[config.mk]
export PLATFORM = sky130hd
export DESIGN_NAME = cache_control_nway
export DESIGN_NICKNAME = d
export VERILOG_FILES = /design/src/rtl/cache_control_nway.sv
export SDC_FILE = /design/constraint.sdc
export NUM_CORES = 1
export LEC_CHECK = 0
export CORE_MARGIN = 2
export CORE_UTILIZATION = 32
export CTS_CLUSTER_DIAMETER = 50
export DETAILED_ROUTE_END_ITERATION = 6
export HOLD_SLACK_MARGIN = 0.12
export PLACE_DENSITY = 0.88
export SYNTH_ARGS = -nofsm -noshare
export SYNTH_HDL_FRONTEND = slang
export SYNTH_SLANG_ARGS = --single-unit
[constraint.sdc]
create_clock -name clk -period 4.2 [get_ports clk]
set_input_delay 0.42 -clock clk [delete_from_list [all_inputs] [get_ports clk]]
set_output_delay 0.42 -clock clk [all_outputs]
set_load 0.01 [all_outputs]
[src/rtl/cache_control_nway.sv]
// N-way write-back, write-allocate cache controller FSM with invalid-way-first victim selection.
// Define CACHE_CTRL_PERF_EN to build the hit/miss/write-back performance counters.
module cache_control_nway #(
    parameter int WAYS  = 4,
    parameter int WAY_W = $clog2(WAYS)
) (
    input  logic             clk,
    input  logic             rst,
    input  logic             mem_read,
    input  logic             mem_write,
    output logic             mem_resp,
    input  logic [WAYS-1:0]  hit,
    input  logic [WAYS-1:0]  valid,
    input  logic [WAYS-1:0]  dirty,
    input  logic [WAY_W-1:0] lru_way,
    output logic [WAY_W-1:0] hit_way,
    output logic             lru_update,
    output logic [WAY_W-1:0] victim_way,
    output logic [WAYS-1:0]  cpu_we,
    output logic [WAYS-1:0]  line_we,
    output logic [WAYS-1:0]  valid_we,
    output logic [WAYS-1:0]  dirty_we,
    output logic             dirty_in,
    output logic             pmem_addr_sel,
    output logic             pmem_read,
    output logic             pmem_write,
    input  logic             pmem_resp,
    output logic [31:0]      perf_hits,
    output logic [31:0]      perf_misses,
    output logic [31:0]      perf_wbs
);

    typedef enum logic [1:0] {
        IDLE,
        TAG_CHECK,
        WRITE_BACK,
        ALLOCATE
    } state_t;

    state_t state;

    logic             any_hit;
    logic             all_valid;
    logic             victim_dirty;
    logic [WAY_W-1:0] inv_way;
    logic [WAY_W-1:0] miss_victim;
    logic [WAYS-1:0]  hit_mask;
    logic [WAYS-1:0]  victim_mask;

    // Descending scan leaves the lowest-index hit and lowest-index invalid way.
    always_comb begin
        hit_way = '0;
        inv_way = '0;
        for (int i = WAYS - 1; i >= 0; i--) begin
            if (hit[i]) hit_way = WAY_W'(i);
            if (!valid[i]) inv_way = WAY_W'(i);
        end
    end

    assign any_hit      = |hit;
    assign all_valid    = &valid;
    assign miss_victim  = all_valid ? lru_way : inv_way;
    assign victim_dirty = valid[miss_victim] & dirty[miss_victim];
    assign hit_mask     = WAYS'(1) << hit_way;
    assign victim_mask  = WAYS'(1) << victim_way;

    // Same-cycle strobes: they depend on the combinational hit vector and pmem_resp.
    always_comb begin
        mem_resp   = 1'b0;
        lru_update = 1'b0;
        cpu_we     = '0;
        line_we    = '0;
        valid_we   = '0;
        dirty_we   = '0;
        dirty_in   = 1'b0;
        case (state)
            TAG_CHECK: begin
                if (any_hit) begin
                    mem_resp   = 1'b1;
                    lru_update = 1'b1;
                    if (mem_write) begin
                        cpu_we   = hit_mask;
                        dirty_we = hit_mask;
                        dirty_in = 1'b1;
                    end
                end
            end
            ALLOCATE: begin
                if (pmem_resp) begin
                    line_we  = victim_mask;
                    valid_we = victim_mask;
                    dirty_we = victim_mask;
                end
            end
            default: ;
        endcase
    end

    always_ff @(posedge clk or posedge rst) begin
        if (rst) begin
            state         <= IDLE;
            victim_way    <= '0;
            pmem_read     <= 1'b0;
            pmem_write    <= 1'b0;
            pmem_addr_sel <= 1'b0;
        end else begin
            case (state)
                IDLE: begin
                    if (mem_read || mem_write) state <= TAG_CHECK;
                end
                TAG_CHECK: begin
                    if (any_hit) begin
                        state <= IDLE;
                    end else begin
                        victim_way <= miss_victim;
                        if (victim_dirty) begin
                            state         <= WRITE_BACK;
                            pmem_write    <= 1'b1;
                            pmem_addr_sel <= 1'b1;
                        end else begin
                            state     <= ALLOCATE;
                            pmem_read <= 1'b1;
                        end
                    end
                end
                WRITE_BACK: begin
                    if (pmem_resp) begin
                        state         <= ALLOCATE;
                        pmem_write    <= 1'b0;
                        pmem_addr_sel <= 1'b0;
                        pmem_read     <= 1'b1;
                    end
                end
                ALLOCATE: begin
                    if (pmem_resp) begin
                        state     <= TAG_CHECK;
                        pmem_read <= 1'b0;
                    end
                end
                default: state <= IDLE;
            endcase
        end
    end

`ifdef CACHE_CTRL_PERF_EN
    // The hit that follows a fill belongs to the miss already counted, so it is skipped.
    logic prev_alloc;

    always_ff @(posedge clk or posedge rst) begin
        if (rst) begin
            prev_alloc  <= 1'b0;
            perf_hits   <= '0;
            perf_misses <= '0;
            perf_wbs    <= '0;
        end else begin
            prev_alloc <= (state == ALLOCATE);
            if (state == TAG_CHECK && any_hit && !prev_alloc && perf_hits != '1)
                perf_hits <= perf_hits + 32'd1;
            if (state == TAG_CHECK && !any_hit && perf_misses != '1)
                perf_misses <= perf_misses + 32'd1;
            if (state == WRITE_BACK && pmem_resp && perf_wbs != '1)
                perf_wbs <= perf_wbs + 32'd1;
        end
    end
`else
    assign perf_hits   = '0;
    assign perf_misses = '0;
    assign perf_wbs    = '0;
`endif

endmodule

* After elaboration in Yosys (flattened, before gate mapping)
Index checks and enable logic that the tools add are counted.
W data, S select, Z words.
** Cells by class
- Add/sub/neg operators :: 0
- Multiply operators :: 0
- Divide/modulo/power cells :: 0
- Magnitude comparators :: 1
- Eq/ne operators :: 9
- Shifts and indexed selects :: 2
- Multiplexer cells :: 38
- Bitwise logic cells :: 2
- Reductions and logical operators :: 10
** Operator list (count)
- $mux W2 :: 13
- $mux W4 :: 5
- $mux W1 :: 14
- $ne A2 B2 Y1 const B :: 6
- $pmux W2 S4 :: 1
- $pmux W4 S2 :: 1
- $reduce_and A4 Y1 :: 2
- $shl A1 B2 Y4 const A :: 2
- $reduce_and A5 Y1 :: 1
- $bmux W1 S2 :: 2
- $eq A2 B2 Y1 const B :: 2
- $reduce_or A4 Y1 :: 1
- $lt A2 B3 Y1 const B :: 1
- $pmux W1 S3 :: 1
- $reduce_and A3 Y1 :: 1
- $reduce_bool A3 Y1 :: 1
- $eq A2 B1 Y1 const B :: 1
- $logic_not A2 Y1 :: 1
- $pmux W1 S2 :: 1
- $reduce_and A2 Y1 :: 1
- $reduce_bool A2 Y1 :: 1
- $and A1 B1 Y1 :: 1
- $logic_or A1 B1 Y1 :: 1
- $not A1 Y1 :: 1
** Storage, ports and cells
- Register bits :: 6
- Latch bits :: 0
- RAM bits :: 0
- Memory bits (read-only) :: 0
- Bits of input ports :: 19
- Output and inout port bits :: 122
- Logic and storage cells :: 66
- Memories :: 0

* Longest topological paths before layout
Gate-level depths: netlist of the first run.
- Depth in word-level cells :: 11
- Mapped depth :: 7
- Depth with buffers taken out :: 7

* Worst setup path after synthesis of the first run
No wires, ideal clock.
- Path kind :: reg2out
- From :: register state[1]
- To :: output dirty_we[3]
- Arrival time :: 1574 ps
- Required time :: 3780 ps
- Slack :: 2206 ps
- Stages on the path, launching flop included :: 6
- Buffers on the path :: 0
- Path through :: dfrtp_1 -> inv_1 -> ha_1 -> nand2_1 -> nor4b_1 -> or2_2
** On the way
- Word-level cells in the longest chain between the ends :: 2
** Ends and longest elaborated chain
- from (decl) :: line 40 : state_t state;
- from (signal assigned) :: line 101 : state <= IDLE;
- from (signal assigned) :: line 109 : if (mem_read || mem_write) state <= TAG_CHECK;
- from (signal assigned) :: line 113 : state <= IDLE;
- $eq A2 B2 Y1 or $eq A2 B1 Y1 (tied branches) :: line 76 : case (state)
- $pmux W4 S2 (*) :: line 76
- to (decl) :: line 22 : output logic [WAYS-1:0] dirty_we,
Mark *: on every way between the ends. The rest lies on a longest branch, timed or not.

* Worst setup path after layout of the first run
Same ends and word-level chain as after synthesis.

==> impl_metrics.tcl, run 1 <==
set metrics [dict create \
    finalSetupViolCount 0 \
    drc 0 \
    cp_num_buf_inv 2 \
    globalplace.congestion 0.7208 \
    r2r-end "pmem_read$_DFFE_PP0P_" \
    powerDensity_mw_per_mm2 283.3 \
    rsz0062_at_grt "false" \
    critPathTopFamily "simple AND/OR/NAND/NOR gates" \
    core-area_mm2 0.004058 \
    met1Wirelength_um 898 \
    required_ns 3.78 \
    internal_power_mw 0.2467 \
    comb_power_share 0.577 \
    grt_pass1_wl_um 3643 \
    cts_tree "done" \
    crit_path_end_kind "output pin" \
    cts_resized 0 \
    final_net_count 244 \
    status "finished clean" \
    synth_edf_count 0 \
    slowest_stage "clkdlybuf4s50_1" \
    insertedDiodeCount 0 \
    grt_start_max_net_pins 9 \
    synth_area_mm2 0.001370 \
    vias_per_cell 3.665 \
    setup_tns_ns 0 \
    start_util 0.3377 \
    synth_area_per_cell_um2 7.654 \
    switching_power_mw 0.1797 \
    cp.arrival_ns 2.30 \
    synth_largest_area_cell "buf_4" \
    dieArea_mm2 0.004821 \
    wirelength_um 2554 \
    yosysWarnings 0 \
    die_x_um 69.43 \
    port_buffers 44 \
    p_sw_frac 0.4215 \
    grt_usage 0.09843 \
    post-cts-setup-buffers 0 \
    min_period_ns 2.715 \
    std_cell_rows 23 \
    r2r_start "state[1]$_DFFE_PP0P_" \
    area_delta_synth_final_pct 9.863 \
    antenna_found_initial 0 \
    die_height_um 69.43 \
    finClkSkew_ns 0.003156 \
    fin_util 0.3710 \
    first_global_vias 768 \
    cts.sinks 6 \
    drive_gt1_frac 0.05936 \
    clockPowerShare 0.207 \
    hold_path.class "primary input to async pin" \
    postSynthCellCount 179 \
    drv_cap 0 \
    cts_max_level 1 \
    synth_area_leaders "buf_4, dfrtp_1, ha_1" \
    wl_met3_um 299 \
    dr.max_layer_used "met4" \
    drt-initial-drc-count 28 \
    start_kind "flop" \
    final-hold-violation-count 0 \
    path_cells "inv_1, ha_1, nand2_1, nor4b_1, or2_2, clkdlybuf4s50_1" \
    post_drt_wl_per_cell_um 9.494 \
    clkTransAtPathRegs_ns 0.04 \
    cts_buffers 3 \
    ys.flop_type "dfrtp_1" \
    vdd_drop_max_uv 102.6 \
    clk_path_buf_depth 2 \
    io_pins 141 \
    synth_top_area_frac 0.5589 \
    worstPathMaxFanout 8 \
    gr-total-overflow 0 \
    antenna_left 0 \
    wl_met2_um 1272 \
    clock_latency_ns 0.23 \
    synth_cell_types 32 \
    p_seq_frac 0.216 \
    fin_crit_sh 0.6465 \
    drt-pass1-iter-count 4 \
    cts_hold_buf 0 \
    max_stage_delay_ns 0.52 \
    vias 986 \
    worstSetupPathType "flop to output pin" \
    r2r_slack_ns 2.65 \
    async_reset_ff_frac 1.000 \
    yosysSeqAreaShare 0.1096 \
    timing.final.max_slew_violations 0 \
    ff2ff_path_depth 6 \
    fmax_mhz 368.3 \
    p_leak_nw 0.7813 \
    ys_ff_latch 6 \
    crit_start "state[1]$_DFFE_PP0P_" \
    dp_hpwl_um 2264 \
    ctsRootBufferMaster "clkbuf_8" \
]
==> power by group through the flow <==
stage | clock network [mW] | logic (mW) | registers (mW)
floorplan | 0 | 0.207 | 0.0937
global placement | 0 | 0.236 | 0.0920
detailed placement | 0 | 0.242 | 0.0930
CTS | 0.0890 | 0.247 | 0.0922
global route | 0.0954 | 0.267 | 0.0965
finish | 0.0883 | 0.246 | 0.0919
==> cell usage after synthesis (all sizes together), types with 2 or more instances <==
master and n:
nor4 2, and4b 2, dfrtp 6, nor2 10
ha 4, buf 102, nor3 5, mux2 2
o211ai 2, o21ai 3, a21oi 2, nand3 4
nand2 6, inv 8, mux2i 2, or2 4
a31oi 3, or2b 2
==> kinds of logic (layout without fill, tap and decap cells) <==
| kind of cell | count (synthesis) | after routing | synth area share |
|---|---|---|---|
| AO/OA/AOI/OAI | 11 | 11 | 0.05297 |
| flip-flops | 6 | 6 | 0.1096 |
| adder cells (fa/ha/maj) | 4 | 4 | 0.03653 |
| buffers and inverters | 110 | 55 | 0.5808 |
| other | 1 | 96 | 0.002737 |
| multiplexers | 4 | 4 | 0.03379 |
| AND/OR/NAND/NOR | 43 | 43 | 0.1836 |
==> registers in the layout, indices dropped and copies added (netlist names) <==
name and flops:
state 2, victim_way 2, pmem_read 1, pmem_write 1
==> cell type report <==
| cell class | instances | area, µm² |
|---|---|---|
| fillers | 426 | 2552 |
| multi-input cells | 158 | 780.7 |
| repair buffers | 44 | 440.4 |
| flip-flops and latches | 6 | 150.1 |
| well taps | 50 | 62.56 |
| clock buffers | 3 | 41.29 |
| inverters | 8 | 30.03 |
==> metrics by stage <==
step	total power, mW	area [µm²]	cells	worst slack, ns	hold slack (ns)
after floorplan	0.3008	1727	274	2.206	0.2110
after global placement	0.3285	1464	266	1.616	0.5197
after detailed placement	0.3354	1464	266	1.525	0.5294
after CTS	0.4283	1505	269	1.497	0.4148
after global routing	0.4594	1505	269	1.288	0.4237
final	0.4264	1505	269	1.485	0.4090
==> cell usage in the layout, fill, tap and decap left out, drive strengths merged, types with 2 or more instances in the layout <==
cell / count
o211ai: 2
nor4: 2
nand2: 6
mux2: 2
mux2i: 2
nor3: 5
nand3: 4
a21oi: 2
clkdlybuf4s50: 44
conb: 96
ha: 4
dfrtp: 6
inv: 8
or2: 4
o21ai: 3
clkbuf: 3
or2b: 2
and4b: 2
nor2: 10
a31oi: 3
==> layer usage <==
| metal | GRT usage | up-vias |
|---|---|---|
| li1 | - | 460 |
| met5 | 0 | - |
| met2 | 0.1667 | 84 |
| met4 | 0.08715 | 0 |
| met3 | 0.01890 | 7 |
| met1 | 0.1027 | 435 |
==> worst max path at each step <==
stage,end,slack [ns],cells past startpoint
final,dirty_we[3],1.48,6
after floorplan,dirty_we[3],2.21,5
after detailed placement,dirty_we[3],1.53,5
after global routing,dirty_we[3],1.29,6
after CTS,dirty_we[3],1.50,6
after global placement,dirty_we[3],1.62,5
Power figures use the tool's default switching activity.
==> run 2: changes to the inputs <==
--- a/config.mk
+++ b/config.mk
@@ -6,11 +6,11 @@
 export NUM_CORES = 1
 export LEC_CHECK = 0
 export CORE_MARGIN = 2
-export CORE_UTILIZATION = 32
+export CORE_UTILIZATION = 30
 export CTS_CLUSTER_DIAMETER = 50
 export DETAILED_ROUTE_END_ITERATION = 6
 export HOLD_SLACK_MARGIN = 0.12
-export PLACE_DENSITY = 0.88
+export PLACE_DENSITY = 0.83
 export SYNTH_ARGS = -nofsm -noshare
 export SYNTH_HDL_FRONTEND = slang
 export SYNTH_SLANG_ARGS = --single-unit
==> constraint.sdc (replaced) <==
create_clock -name clk -period 2.6 [get_ports clk]
set_input_delay 0.26 -clock clk [delete_from_list [all_inputs] [get_ports clk]]
set_output_delay 0.26 -clock clk [all_outputs]
set_load 0.01 [all_outputs]
==> run 2 against run 1 <==
Net effect: flip-flop and latch count unchanged; core utilization down 2.6 points; clock skew about the same; design area up 0.58%; largest power group unchanged.
==> impl_metrics.tcl, run 2 (same netlist as run 1, synthesis figures left out) <==
set metrics [dict create \
    status "finished clean" \
    drt-pass1-iter-count 5 \
    worstPathMaxFanout 8 \
    timing.final.max_slew_violations 0 \
    clk_path_buf_depth 2 \
    grt_usage 0.07886 \
    finalSetupViolCount 0 \
    max_stage_delay_ns 0.52 \
    ctsRootBufferMaster "clkbuf_8" \
    wl_met2_um 1137 \
    internal_power_mw 0.3967 \
    wl_met3_um 320 \
    cts_hold_buf 0 \
    vias 966 \
    placed_cells 268 \
    drc 0 \
    start_util 0.3125 \
    worstSetupPathType "flop to output pin" \
    io_pins 141 \
    fmax_mhz 407.9 \
    dp_hpwl_um 2168 \
    core-area_mm2 0.004384 \
    globalplace.congestion 0.7908 \
    clockPowerShare 0.205 \
    path_cells "inv_1, ha_1, nand2_1, nor4b_2, or2_2, clkdlybuf4s50_1" \
    setup_tns_ns 0 \
    die_x_um 71.58 \
    area_delta_synth_final_pct 10.50 \
    r2r-end "pmem_read$_DFFE_PP0P_" \
    cts_tree "done" \
    gr-total-overflow 0 \
    die_height_um 71.58 \
    hold_path.class "primary input to async pin" \
    cp.arrival_ns 2.19 \
    cts_max_level 1 \
    final-hold-violation-count 0 \
    cp_num_buf_inv 2 \
    clkTransAtPathRegs_ns 0.04 \
    insertedDiodeCount 0 \
    drt-initial-drc-count 14 \
    cts.sinks 6 \
    drive_gt1_frac 0.06393 \
    std_cell_rows 24 \
    comb_power_share 0.576 \
    grt_start_max_net_pins 9 \
    first_global_vias 683 \
    clock_latency_ns 0.22 \
    finClkSkew_ns 0.003360 \
    antenna_found_initial 0 \
    slowest_stage "clkdlybuf4s50_1" \
    ff2ff_path_depth 6 \
    min_period_ns 2.452 \
    r2r_slack_ns 1.04 \
    dr.max_layer_used "met4" \
    hold_ws_ns 0.2571 \
    p_seq_frac 0.219 \
    cts_buffers 3 \
    final_net_count 244 \
    drv_cap 0 \
    final_common_cell "conb_1" \
    grt_pass1_wl_um 3187 \
    start_kind "flop" \
    switching_power_mw 0.2808 \
    dieArea_mm2 0.005124 \
    instances_no_fill 271 \
    r2r_start "state[1]$_DFFE_PP0P_" \
    crit_path_end_kind "output pin" \
    port_buffers 44 \
    antenna_left 0 \
    p_sw_frac 0.4145 \
    critPathTopFamily "simple AND/OR/NAND/NOR gates" \
    vdd_drop_max_uv 133.3 \
    final_cell_mix "conb_1, clkdlybuf4s50_1, nor2_1" \
    wirelength_um 2356 \
    reg_top3 "state: 2 flops, victim_way: 2 flops" \
    required_ns 2.34 \
    powerDensity_mw_per_mm2 447.5 \
    vias_per_cell 3.565 \
    p_leak_nw 0.7819 \
    post_drt_wl_per_cell_um 8.694 \
    rsz0062_at_grt "true" \
    met1Wirelength_um 855 \
    fin_crit_sh 0.9429 \
]
==> run 2: stage by stage <==
stage / util / setup slack, ns / power [mW] / instance area (µm²)
final: 0.3453 / 0.1484 / 0.6774 / 1514
after global routing: 0.3453 / -0.006654 / 0.7268 / 1514
after CTS: 0.3439 / 0.02481 / 0.6778 / 1508
after detailed placement: 0.3345 / 0.1202 / 0.5368 / 1466
after global placement: 0.3345 / 0.3349 / 0.5299 / 1466
after floorplan: - / 0.7662 / 0.4859 / 1727
==> run 2: area by class of cell <==
| cell class | count | area, µm² |
|---|---|---|
| Fill cell | 482 | 2870 |
| Sequential cell | 6 | 150.1 |
| Clock buffer | 3 | 41.29 |
| Timing Repair Buffer | 44 | 440.4 |
| Inverter | 8 | 30.03 |
| Tap cell | 52 | 65.06 |
| Multi-Input combinational cell | 158 | 787.0 |
==> run 2: power groups by stage <==
stage                     Sequential (mW)  Clock (mW)  Combinational [mW]
after floorplan                     0.151           0               0.334
after global routing                0.156       0.146               0.425
after global placement              0.148           0               0.382
after CTS                           0.149       0.141               0.388
final                               0.149       0.139               0.390
after detailed placement            0.150           0               0.387
==> run 2: how the worst max path moves through the flow <==
stage                                    start           to  slack [ns]  depth (start not counted)
after floorplan           state[1]$_DFFE_PP0P_  dirty_we[3]        0.77                          5
after CTS                 state[1]$_DFFE_PP0P_  dirty_we[3]        0.02                          6
final                     state[1]$_DFFE_PP0P_  dirty_we[3]        0.15                          6
after global routing      state[1]$_DFFE_PP0P_  dirty_we[1]      -0.007                          6
after global placement                  hit[0]  dirty_we[3]        0.33                          5
after detailed placement                hit[0]  dirty_we[3]        0.12                          5
==> run 2: what timing repair did <==
action                     4_1_cts  5_1_grt
gates resized for setup          0        1
setup endpoints to repair        0        2
setup buffers                    0        0
==> run 2: layer usage <==
metal | track usage | vias up
met3 | 0.01688 | 4
met2 | 0.1255 | 81
met5 | 0 | -
met1 | 0.09871 | 420
li1 | - | 461
met4 | 0.04403 | 0
